--- src/rtl/qa_shim_arb_types.sv ---
// Shared types and header helpers for the C0 read arbiter.
// Header helpers assume the default CCI Tx/Rx header widths below.
package qa_shim_arb_types;

   localparam int MDATA_WIDTH      = 14;
   localparam int CLIENT_IDX_WIDTH = 3;
   localparam int TX_HDR_WIDTH     = 61;
   localparam int RX_HDR_WIDTH     = 18;

   typedef logic [CLIENT_IDX_WIDTH-1:0] t_client_idx;
   typedef logic [MDATA_WIDTH-1:0]      t_tag;
   typedef logic [MDATA_WIDTH-1:0]      t_mdata;
   typedef logic [TX_HDR_WIDTH-1:0]     t_tx_hdr;
   typedef logic [RX_HDR_WIDTH-1:0]     t_rx_hdr;

   typedef struct packed {
      t_client_idx client;
      t_mdata      mdata;
   } t_tag_entry;

   function automatic t_mdata get_tx_mdata(input t_tx_hdr hdr);
      return hdr[MDATA_WIDTH-1:0];
   endfunction

   function automatic t_tx_hdr set_tx_mdata(input t_tx_hdr hdr, input t_mdata md);
      t_tx_hdr r;
      r = hdr;
      r[MDATA_WIDTH-1:0] = md;
      return r;
   endfunction

   function automatic t_mdata get_rx_mdata(input t_rx_hdr hdr);
      return hdr[MDATA_WIDTH-1:0];
   endfunction

   function automatic t_rx_hdr set_rx_mdata(input t_rx_hdr hdr, input t_mdata md);
      t_rx_hdr r;
      r = hdr;
      r[MDATA_WIDTH-1:0] = md;
      return r;
   endfunction

endpackage

--- src/rtl/qa_rr_arbiter.sv ---
// N-way round-robin arbiter: grants the first requester at or after the
// pointer, then moves the pointer just past the winner.
module qa_rr_arbiter
   import qa_shim_arb_types::*;
#(
   parameter int N = 4
) (
   input  logic        clk,
   input  logic        resetb,
   input  logic        en,
   input  logic [N-1:0] req,
   output logic [N-1:0] grant,
   output t_client_idx  grant_idx
);

   t_client_idx ptr_q, ptr_d;
   t_client_idx idx_hi, idx_any, win;
   logic        hit_hi, hit_any;

   always_comb begin
      hit_hi  = 1'b0;
      hit_any = 1'b0;
      idx_hi  = '0;
      idx_any = '0;
      // Descending scan so the lowest matching index is the one left behind.
      for (int i = N - 1; i >= 0; i--) begin
         if (req[i]) begin
            hit_any = 1'b1;
            idx_any = t_client_idx'(i);
            if (t_client_idx'(i) >= ptr_q) begin
               hit_hi = 1'b1;
               idx_hi = t_client_idx'(i);
            end
         end
      end
      win = hit_hi ? idx_hi : idx_any;

      grant     = '0;
      grant_idx = win;
      ptr_d     = ptr_q;
      if (en && hit_any) begin
         for (int i = 0; i < N; i++) begin
            grant[i] = (t_client_idx'(i) == win);
         end
         ptr_d = (win == t_client_idx'(N - 1)) ? '0 : win + t_client_idx'(1);
      end
   end

   always_ff @(posedge clk or negedge resetb) begin
      if (!resetb) ptr_q <= '0;
      else         ptr_q <= ptr_d;
   end

endmodule

--- src/rtl/qa_shim_c0_read_arbiter.sv ---
// Shares the QLP C0 read-request channel among N_CLIENTS requesters, tagging
// each read through mdata and routing responses back by tag lookup.
module qa_shim_c0_read_arbiter
   import qa_shim_arb_types::*;
#(
   parameter int N_CLIENTS        = 4,
   parameter int MAX_OUTSTANDING  = 64,
   parameter int CCI_DATA_WIDTH   = 512,
   parameter int CCI_TX_HDR_WIDTH = TX_HDR_WIDTH,
   parameter int CCI_RX_HDR_WIDTH = RX_HDR_WIDTH
) (
   input  logic                                    clk,
   input  logic                                    resetb,
   input  logic [N_CLIENTS-1:0]                    cli_req_valid,
   input  logic [N_CLIENTS*CCI_TX_HDR_WIDTH-1:0]   cli_req_hdr,
   output logic [N_CLIENTS-1:0]                    cli_req_ready,
   output logic [N_CLIENTS-1:0]                    cli_rsp_valid,
   output logic [CCI_RX_HDR_WIDTH-1:0]             cli_rsp_hdr,
   output logic [CCI_DATA_WIDTH-1:0]               cli_rsp_data,
   output logic [CCI_TX_HDR_WIDTH-1:0]             qlp_C0TxHdr,
   output logic                                    qlp_C0TxRdValid,
   input  logic                                    qlp_C0TxAlmFull,
   input  logic [CCI_RX_HDR_WIDTH-1:0]             qlp_C0RxHdr,
   input  logic [CCI_DATA_WIDTH-1:0]               qlp_C0RxData,
   input  logic                                    qlp_C0RxRdValid,
   output logic [$clog2(MAX_OUTSTANDING):0]        outstanding,
   output logic                                    err_unknown_tag
);

   localparam int TAG_W = $clog2(MAX_OUTSTANDING);
   localparam int CNT_W = TAG_W + 1;

   logic [N_CLIENTS-1:0]        grant;
   t_client_idx                 grant_idx;
   logic                        arb_en, alloc, has_free, rsp_hit, tag_in_range;
   logic [TAG_W-1:0]            free_tag, rx_idx;
   t_tag                        rx_tag;
   t_tag_entry                  rx_entry, new_entry;
   logic [CCI_TX_HDR_WIDTH-1:0] cli_hdr [N_CLIENTS];
   logic [CCI_TX_HDR_WIDTH-1:0] sel_hdr;
   t_tag_entry                  tag_tbl [MAX_OUTSTANDING];

   logic [MAX_OUTSTANDING-1:0]  busy_q, busy_d;
   logic                        tx_valid_q, tx_valid_d;
   logic [CCI_TX_HDR_WIDTH-1:0] tx_hdr_q, tx_hdr_d;
   logic [N_CLIENTS-1:0]        rsp_valid_q, rsp_valid_d;
   logic [CCI_RX_HDR_WIDTH-1:0] rsp_hdr_q, rsp_hdr_d;
   logic [CCI_DATA_WIDTH-1:0]   rsp_data_q, rsp_data_d;
   logic [CNT_W-1:0]            outstanding_q, outstanding_d;
   logic                        err_q, err_d;

   for (genvar gi = 0; gi < N_CLIENTS; gi++) begin : g_cli_hdr
      assign cli_hdr[gi] = cli_req_hdr[gi*CCI_TX_HDR_WIDTH +: CCI_TX_HDR_WIDTH];
   end

   always_comb begin
      free_tag = '0;
      has_free = 1'b0;
      for (int i = MAX_OUTSTANDING - 1; i >= 0; i--) begin
         if (!busy_q[i]) begin
            free_tag = TAG_W'(i);
            has_free = 1'b1;
         end
      end
   end

   // Reset gating keeps cli_req_ready low while resetb is held.
   assign arb_en = resetb & ~qlp_C0TxAlmFull & has_free;

   qa_rr_arbiter #(.N(N_CLIENTS)) u_rr (
      .clk       (clk),
      .resetb    (resetb),
      .en        (arb_en),
      .req       (cli_req_valid),
      .grant     (grant),
      .grant_idx (grant_idx)
   );

   assign cli_req_ready = grant;
   assign alloc         = |grant;

   always_comb begin
      sel_hdr = '0;
      for (int i = 0; i < N_CLIENTS; i++) begin
         if (grant[i]) sel_hdr = cli_hdr[i];
      end
      new_entry.client = grant_idx;
      new_entry.mdata  = get_tx_mdata(sel_hdr);
   end

   assign rx_tag       = get_rx_mdata(qlp_C0RxHdr);
   assign rx_idx       = rx_tag[TAG_W-1:0];
   assign tag_in_range = int'(rx_tag) < MAX_OUTSTANDING;
   assign rx_entry     = tag_tbl[rx_idx];
   assign rsp_hit      = qlp_C0RxRdValid & tag_in_range & busy_q[rx_idx];

   always_comb begin
      busy_d = busy_q;
      if (rsp_hit) busy_d[rx_idx] = 1'b0;
      // free_tag is never the tag being retired: it came from a clear bit.
      if (alloc)   busy_d[free_tag] = 1'b1;

      tx_valid_d = alloc;
      tx_hdr_d   = alloc ? set_tx_mdata(sel_hdr, MDATA_WIDTH'(free_tag)) : tx_hdr_q;

      for (int i = 0; i < N_CLIENTS; i++) begin
         rsp_valid_d[i] = rsp_hit && (rx_entry.client == t_client_idx'(i));
      end
      rsp_hdr_d  = rsp_hit ? set_rx_mdata(qlp_C0RxHdr, rx_entry.mdata) : rsp_hdr_q;
      rsp_data_d = rsp_hit ? qlp_C0RxData : rsp_data_q;

      outstanding_d = outstanding_q + CNT_W'(alloc) - CNT_W'(rsp_hit);
      err_d         = err_q | (qlp_C0RxRdValid & ~rsp_hit);
   end

   always_ff @(posedge clk or negedge resetb) begin
      if (!resetb) begin
         busy_q        <= '0;
         tx_valid_q    <= 1'b0;
         tx_hdr_q      <= '0;
         rsp_valid_q   <= '0;
         rsp_hdr_q     <= '0;
         rsp_data_q    <= '0;
         outstanding_q <= '0;
         err_q         <= 1'b0;
      end else begin
         busy_q        <= busy_d;
         tx_valid_q    <= tx_valid_d;
         tx_hdr_q      <= tx_hdr_d;
         rsp_valid_q   <= rsp_valid_d;
         rsp_hdr_q     <= rsp_hdr_d;
         rsp_data_q    <= rsp_data_d;
         outstanding_q <= outstanding_d;
         err_q         <= err_d;
      end
   end

   // Entries are only meaningful while their busy bit is set, so no reset.
   always_ff @(posedge clk) begin
      if (alloc) tag_tbl[free_tag] <= new_entry;
   end

   assign qlp_C0TxRdValid = tx_valid_q;
   assign qlp_C0TxHdr     = tx_hdr_q;
   assign cli_rsp_valid   = rsp_valid_q;
   assign cli_rsp_hdr     = rsp_hdr_q;
   assign cli_rsp_data    = rsp_data_q;
   assign outstanding     = outstanding_q;
   assign err_unknown_tag = err_q;

endmodule

--- config.mk ---
export PLATFORM = sky130hd
export DESIGN_NAME = qa_shim_c0_read_arbiter
export DESIGN_NICKNAME = d
export VERILOG_FILES = /design/src/rtl/qa_shim_arb_types.sv /design/src/rtl/qa_rr_arbiter.sv /design/src/rtl/qa_shim_c0_read_arbiter.sv
export SDC_FILE = /design/constraint.sdc
export NUM_CORES = 2
export LEC_CHECK = 0
export ABC_AREA = 0
export BUFFER_PORTS_ARGS = -buffer_cell sky130_fd_sc_hd__buf_2
export CAP_MARGIN = 0
export CORE_AREA = 2 2 546 548
export CTS_CLUSTER_SIZE = 20
export DETAILED_ROUTE_END_ITERATION = 16
export DIE_AREA = 0 0 548 550
export PLACE_DENSITY = 0.4
export REMOVE_ABC_BUFFERS = 1
export SYNTH_ARGS = -nofsm -noshare
export SYNTH_HDL_FRONTEND = slang
export SYNTH_SLANG_ARGS = --single-unit
--- constraint.sdc ---
create_clock -name clk -period 8.1 [get_ports clk]
set_clock_uncertainty 0.1 [all_clocks]
set_input_delay 1.62 -clock clk [delete_from_list [all_inputs] [get_ports clk]]
set_output_delay 1.62 -clock clk [all_outputs]
set_load 0.02 [all_outputs]
# Word-level counts from Yosys, hierarchy flattened
# Memories as Yosys holds them, arrays and structs flattened.
# Cells that the tools add are included.
# totals
memories,1
ram_bits,1088
romBits,0
regBits,663
input_bits,782
elab_cells,219
latchBits,0
# mem_list
name,depth,width,read_ports,rd_ports_with_merged_regs,wr,line,rtl
tag_tbl,64,17,1,0,1,qa_shim_c0_read_arbiter.sv:41,t_tag_entry tag_tbl [MAX_OUTSTANDING];
# op_classes
n_shift,0
n_div,0
n_mul,0
n_lt_le_gt_ge,9
reduce_logical,10
mux,169
n_eq_ne,7
bitwise,11
addsub,3
# op_table
op,n
6-bit 2-to-1 mux,64
61-bit 2-to-1 mux,4
64-bit 2-to-1 mux,2
1-bit 2-to-1 mux,81
64-bit bitwise AND,1
64-bit NOT,1
64-bit bitwise OR,1
3-bit 2-to-1 mux,8
"14-bit by 7-bit < comparator with 1-bit output, second input constant",1
"6-bit by 7-bit < comparator with 1-bit output, second input constant",2
1-bit demux with 6-bit select,2
"6-bit by 1-bit greater-or-equal comparator with 1-bit output, second input constant",2
2-bit 2-to-1 mux,6
"3-bit by 2-bit == test with 1-bit output, second input constant",3
7-bit by 1-bit adder with 7-bit output,1
1-bit logical AND,7
7-bit by 1-bit subtractor with 7-bit output,1
1-bit binary-select mux with 6-bit select,1
"2-bit by 3-bit == test with 1-bit output, first input constant",2
"1-bit by 3-bit greater-or-equal comparator with 1-bit output, first input constant",2
"2-bit by 3-bit greater-or-equal comparator with 1-bit output, first input constant",2
3-bit logical NOT,2
1-bit bitwise AND,5
4-bit 2-to-1 mux,1
6 further kinds,7

# Depth between registers and ports, before layout
# logic_depth
ltp_word,71
mapped_depth,22
mapped_depth_nobuf,21

# Modules after synthesis
# Synthesis repeated with hierarchy kept, for this count alone.
# unflattened
hier_cells,4197
area_unflattened_um2,67582.3
# by_module_without_submodules
module,n_inst,cells_each,area_per_inst_um2
qa_shim_c0_read_arbiter,1,4167,67315.8
qa_rr_arbiter,1,30,266.5

# Worst setup path after synthesis
# No wires, ideal clock.
# synth_path
kind,input port to flip-flop
from,input cli_req_valid[0]
to,memory tag_tbl[61][0] (netlist bit) (enable)
path_slack_ns,0.760
stages,15
path_buffers,2
t_required_ns,7.591
arrival_time_ns,6.831
setup_time_ns,0.409
path_cell_list,inv_1 -> nor2_1 -> a21oi_1 -> o22ai_1 -> a21oi_1 -> ha_1 -> nor4_1 -> nor2b_1 -> clkbuf_1 -> nand2_1 -> nor3b_1 -> nand2_1 -> or2_2 -> clkbuf_1 -> nor3_1
# synth_between
elab_chain_len,7
word_cells_on_any_way,14
cone_classes,eq/ne: 3; mux: 8; reduce/logical: 3
# synth_lines
element,line,rtl
"start, declared",qa_shim_c0_read_arbiter.sv:14,"input logic [N_CLIENTS-1:0] cli_req_valid,"
2-bit 2-to-1 mux (tied with other cells),qa_rr_arbiter.sv:27,if (req[i]) begin
3-bit 2-to-1 mux *,qa_rr_arbiter.sv:36,win = hit_hi ? idx_hi : idx_any;
via grant_idx[0],qa_shim_c0_read_arbiter.sv:34,t_client_idx grant_idx;
1-bit by 3-bit == test with 1-bit output (tied with other cells),qa_rr_arbiter.sv:43,grant[i] = (t_client_idx'(i) == win);
4-bit 2-to-1 mux *,qa_rr_arbiter.sv:41,if (en && hit_any) begin
4-bit OR reduction *,qa_shim_c0_read_arbiter.sv:80,assign alloc = |grant;
1-bit 2-to-1 mux *,qa_shim_c0_read_arbiter.sv:140,if (alloc) tag_tbl[free_tag] <= new_entry;
1-bit 2-to-1 mux (not written as such) *,qa_shim_c0_read_arbiter.sv:140,
"end, declared",qa_shim_c0_read_arbiter.sv:41,
# Mark *: on every way through the listed nets, which the timed path passes. The rest lies on a longest branch.

# Worst setup path in the final report
# layout_path
from,input cli_req_valid[1]
to,output cli_req_ready[1]
# layout_between
elab_chain_len,6
word_cells_on_any_way,14
cone_classes,eq/ne: 1; mux: 12; reduce/logical: 1
# layout_lines
element,line,rtl
3-bit 2-to-1 mux / 1-bit 2-to-1 mux (equally long branches),qa_rr_arbiter.sv:27,
3-bit 2-to-1 mux / 1-bit 2-to-1 mux (equally long branches),qa_rr_arbiter.sv:30,if (t_client_idx'(i) >= ptr_q) begin
3-bit 2-to-1 mux / 1-bit 2-to-1 mux (equally long branches),qa_rr_arbiter.sv:27,
3-bit 2-to-1 mux *,qa_rr_arbiter.sv:36,
via grant_idx[1],qa_shim_c0_read_arbiter.sv:34,
1-bit by 3-bit == test with 1-bit output *,qa_rr_arbiter.sv:43,
4-bit 2-to-1 mux *,qa_rr_arbiter.sv:41,
"end, declared",qa_shim_c0_read_arbiter.sv:16,"output logic [N_CLIENTS-1:0] cli_req_ready,"
# Marked as above.

==> results.yml <==
clocking:
  post_cts_buffers: 0
  tritoncts: "yes"
  clockRootBuffer: "clkbuf_16"
  cts_resized: 0
  clock_sinks: 1686
  clk_latency_ps: 880
  ctsHoldBuffers: 0
  clk_pin_slew_ps: 50
  cts_buffer_depth: 4
  cts_inserted_buffers: 202
  htreeDepth: 4
worst_setup_path:
  arrival_ps: 3930
  path_max_fanout: 66
  crit_slowest_cell: "buf_4"
  critical_path.endpoint_type: "primary output"
  crit_path_max_incr_delay_ps: 550
  startpoint_type: "primary input"
  critPathKind: "in -> out"
  crit_chain: "buf_2, inv_1, nand2_1, a21oi_1, o22a_2, buf_4, inv_1, ha_1, and2_2, buf_2"
  cp.required_ps: 6380
final_layout:
  drive_above_1_share_pct: 34.20
  final_util_pct: 28.31
  syn2layout_area_growth_pct: 27.81
  fin_nets: 6355
  multi_input_area_mm2: 0.01645
  final-seq-area_mm2: 0.04732
  fillers: 30310
sta:
  finalHoldViolCount: 0
  max_slew.worst_pin.slew_ps: 1217
  fin_crit_sh_pct: 69.78
  finalCriticalPeriod_ps: 5652
  grt_setup_unrepaired: "false"
  fmax_mhz: 176.9
  slew_headroom_pct: 18.65
  maxSlewViolCount: 0
  fin_ws_ps: 2448
  setup_viol: 0
routing:
  viasPerCell: 4.781
  dr.pass1.iters: 7
  num_vias: 46610
  drtIter0Drc: 4158
  antenna_left: 0
  routed_wl_mm: 358.7
  drc: 0
  wl_per_cell_um: 36.80
yosys:
  synth-edff-count: 1024
  yosys_warnings: 0
  synthCells: 4075
  ys_top_cells_by_count: "edfxtp_1, dfrtp_1, mux2_1"
  yosysTopAreaCell: "edfxtp_1"
  synth-main-ff-cell: "edfxtp_1"
  synth_top_area_share_pct: 46.97
  ys_seq_area_share_pct: 72.27
  syn_area_per_cell_um2: 16.07
  ys_async_sr_fraction_pct: 39.26
  yosysMostFrequentCell: "edfxtp_1"
  yosysUniqueCellTypes: 71
  yosys-top-cells-area: "edfxtp_1, dfrtp_1, mux2_1"
  netlist_area_mm2: 0.06547
  ys_seq_elements: 1686
place:
  io_buffers: 1381
  hpwl_mm: 274.8
  dpl_worst_slack_ps: 1717
  gp_congestion: 0.9802
die:
  ios: 1390
  core_mm2: 0.2955
  die_area_mm2: 0.3014
  start_util_pct: 22.15
  die_x_um: 548
  rows: 200
  die_h_um: 550
worst_hold_path:
  min_path_type: "reg -> reg"
grt:
  grt_start_max_net_pins: 157
  grt_pass1_vias: 45570
  grt_pass1_wl_mm: 464.0
  grt_usage_pct: 23.06
  antenna_found_initial: 323
  grt_remaining_overflow: 0
power:
  p_leak_uw: 0.03497
  power.density_mw_per_mm2: 263.4
  peakVddDrop_mv: 0.1618
job:
  maxCapViolations: 0
status:
  status: "finished, final reports clean"
-- layout make-up --
type,count,share of cell area (%)
inverter,39,0.1749
clock buffer,270,6.566
timing repair buffer,1547,9.908
clock inverter,89,0.9794
antenna,93,0.2781
multi-input combinational,2086,19.66
tap,3939,5.890
sequential,1686,56.54
-- cells in the final DEF (no fill, tap or decap), drive strengths merged, types with 8 or more instances in the layout --
| cell | synthesis | layout |
|---|---|---|
| buf | 147 | 1547 |
| edfxtp | 1024 | 1024 |
| dfrtp | 662 | 662 |
| mux2 | 523 | 523 |
| a22oi | 386 | 386 |
| clkbuf | 124 | 270 |
| o21ai | 204 | 204 |
| a221oi | 140 | 140 |
| nand2 | 121 | 121 |
| diode | 0 | 93 |
| nor2 | 83 | 83 |
| nand4 | 81 | 81 |
| a22o | 75 | 75 |
| a21oi | 73 | 73 |
| o22ai | 66 | 66 |
| clkinv | 0 | 63 |
| a31oi | 62 | 62 |
| inv | 39 | 50 |
| nand3 | 48 | 48 |
| nor3 | 24 | 24 |
| and3 | 14 | 14 |
| nand2b | 11 | 11 |
| bufinv | 0 | 11 |
| or2 | 11 | 11 |
| nor4 | 11 | 11 |
| and4 | 10 | 10 |
| ha | 10 | 10 |
| nand3b | 9 | 9 |
| nor2b | 9 | 9 |
| and2 | 9 | 9 |
| a21o | 8 | 8 |
| o31ai | 8 | 8 |
| conb | 1 | 8 |
| nor3b | 8 | 8 |
-- per-layer routing --
| layer | global-route usage (%) | routed length, um | share of wire [%] | vias to the layer above |
|---|---|---|---|---|
| met5 | 0 | 118 | 0.033 | - |
| met4 | 7.155 | 13010 | 3.6 | 20 |
| met3 | 4.281 | 21280 | 5.9 | 754 |
| met2 | 40.01 | 177600 | 50 | 2298 |
| met1 | 28.91 | 146700 | 41 | 24260 |
| li1 | - | - | - | 19280 |
-- where the power goes --
group | total [uW] | internal, uW | switching, uW
registers | 10000 | 9760 | 251
logic | 3080 | 772 | 2310
clock network | 8940 | 5110 | 3830
total | 22000 | 15600 | 6390
-- metrics by stage --
step           cell area [um2]  hold slack, ps  cells  TNS, ps  power [uW]
2_1_floorplan            63600           418.2   3811  -703990       11380
3_3_place_gp             77130           340.8   9296        0       13290
3_5_place_dp             77130           342.9   9297        0       13320
4_1_cts                  83450           356.4   9656        0       22370
5_1_grt                  83580           371.2   9708        0       22800
6_report                 83680           350.4   9749        0       22040
-- worst max-delay path: cells and delay by family --
kind / cells / cell delay, ps
buffers and inverters: 5 / 1170
adder cells (fa/ha/maj): 1 / 300
AO/OA/AOI/OAI: 2 / 320
AND/OR/NAND/NOR: 2 / 480
-- flip-flops by register name, indices dropped and copies added (netlist names) --
| name | count |
|---|---|
| tag_tbl | 1024 |
| cli_rsp_data | 512 |
| busy_q | 64 |
| qlp_C0TxHdr | 53 |
| cli_rsp_hdr | 18 |
| outstanding | 7 |
| cli_rsp_valid | 4 |
| u_rr.ptr_q | 2 |
| err_unknown_tag | 1 |
| qlp_C0TxRdValid | 1 |
-- cells by family (layout without fill, tap and decap cells) --
family / count (synthesis) / in the layout / synth area share [%]
other: 1 / 101 / 0.005728
buffers and inverters: 310 / 1945 / 3.123
multiplexers: 532 / 532 / 9.215
AND/OR/NAND/NOR: 465 / 465 / 3.711
AO/OA/AOI/OAI: 1063 / 1063 / 11.36
flip-flops: 1686 / 1686 / 72.27
XOR/XNOR: 7 / 7 / 0.09364
adder cells (fa/ha/maj): 11 / 11 / 0.2217
-- path summary, 6_finish.rpt --
check	startpoint	endpoint	slack (ps)	cells after the start
worst max-delay path	cli_req_valid[1]	cli_req_ready[1]	2450	10
worst min register to register	err_unknown_tag	err_unknown_tag	350	1
min in group asynchronous	resetb	qlp_C0TxHdr[42]	510	1
worst max register to register	busy_q[38]	tag_tbl[35][12]	3020	9
max in group asynchronous	resetb	cli_rsp_data[321]	3590	5
worst min-delay path	err_unknown_tag	err_unknown_tag	350	1
Power figures use the tool's default switching activity.
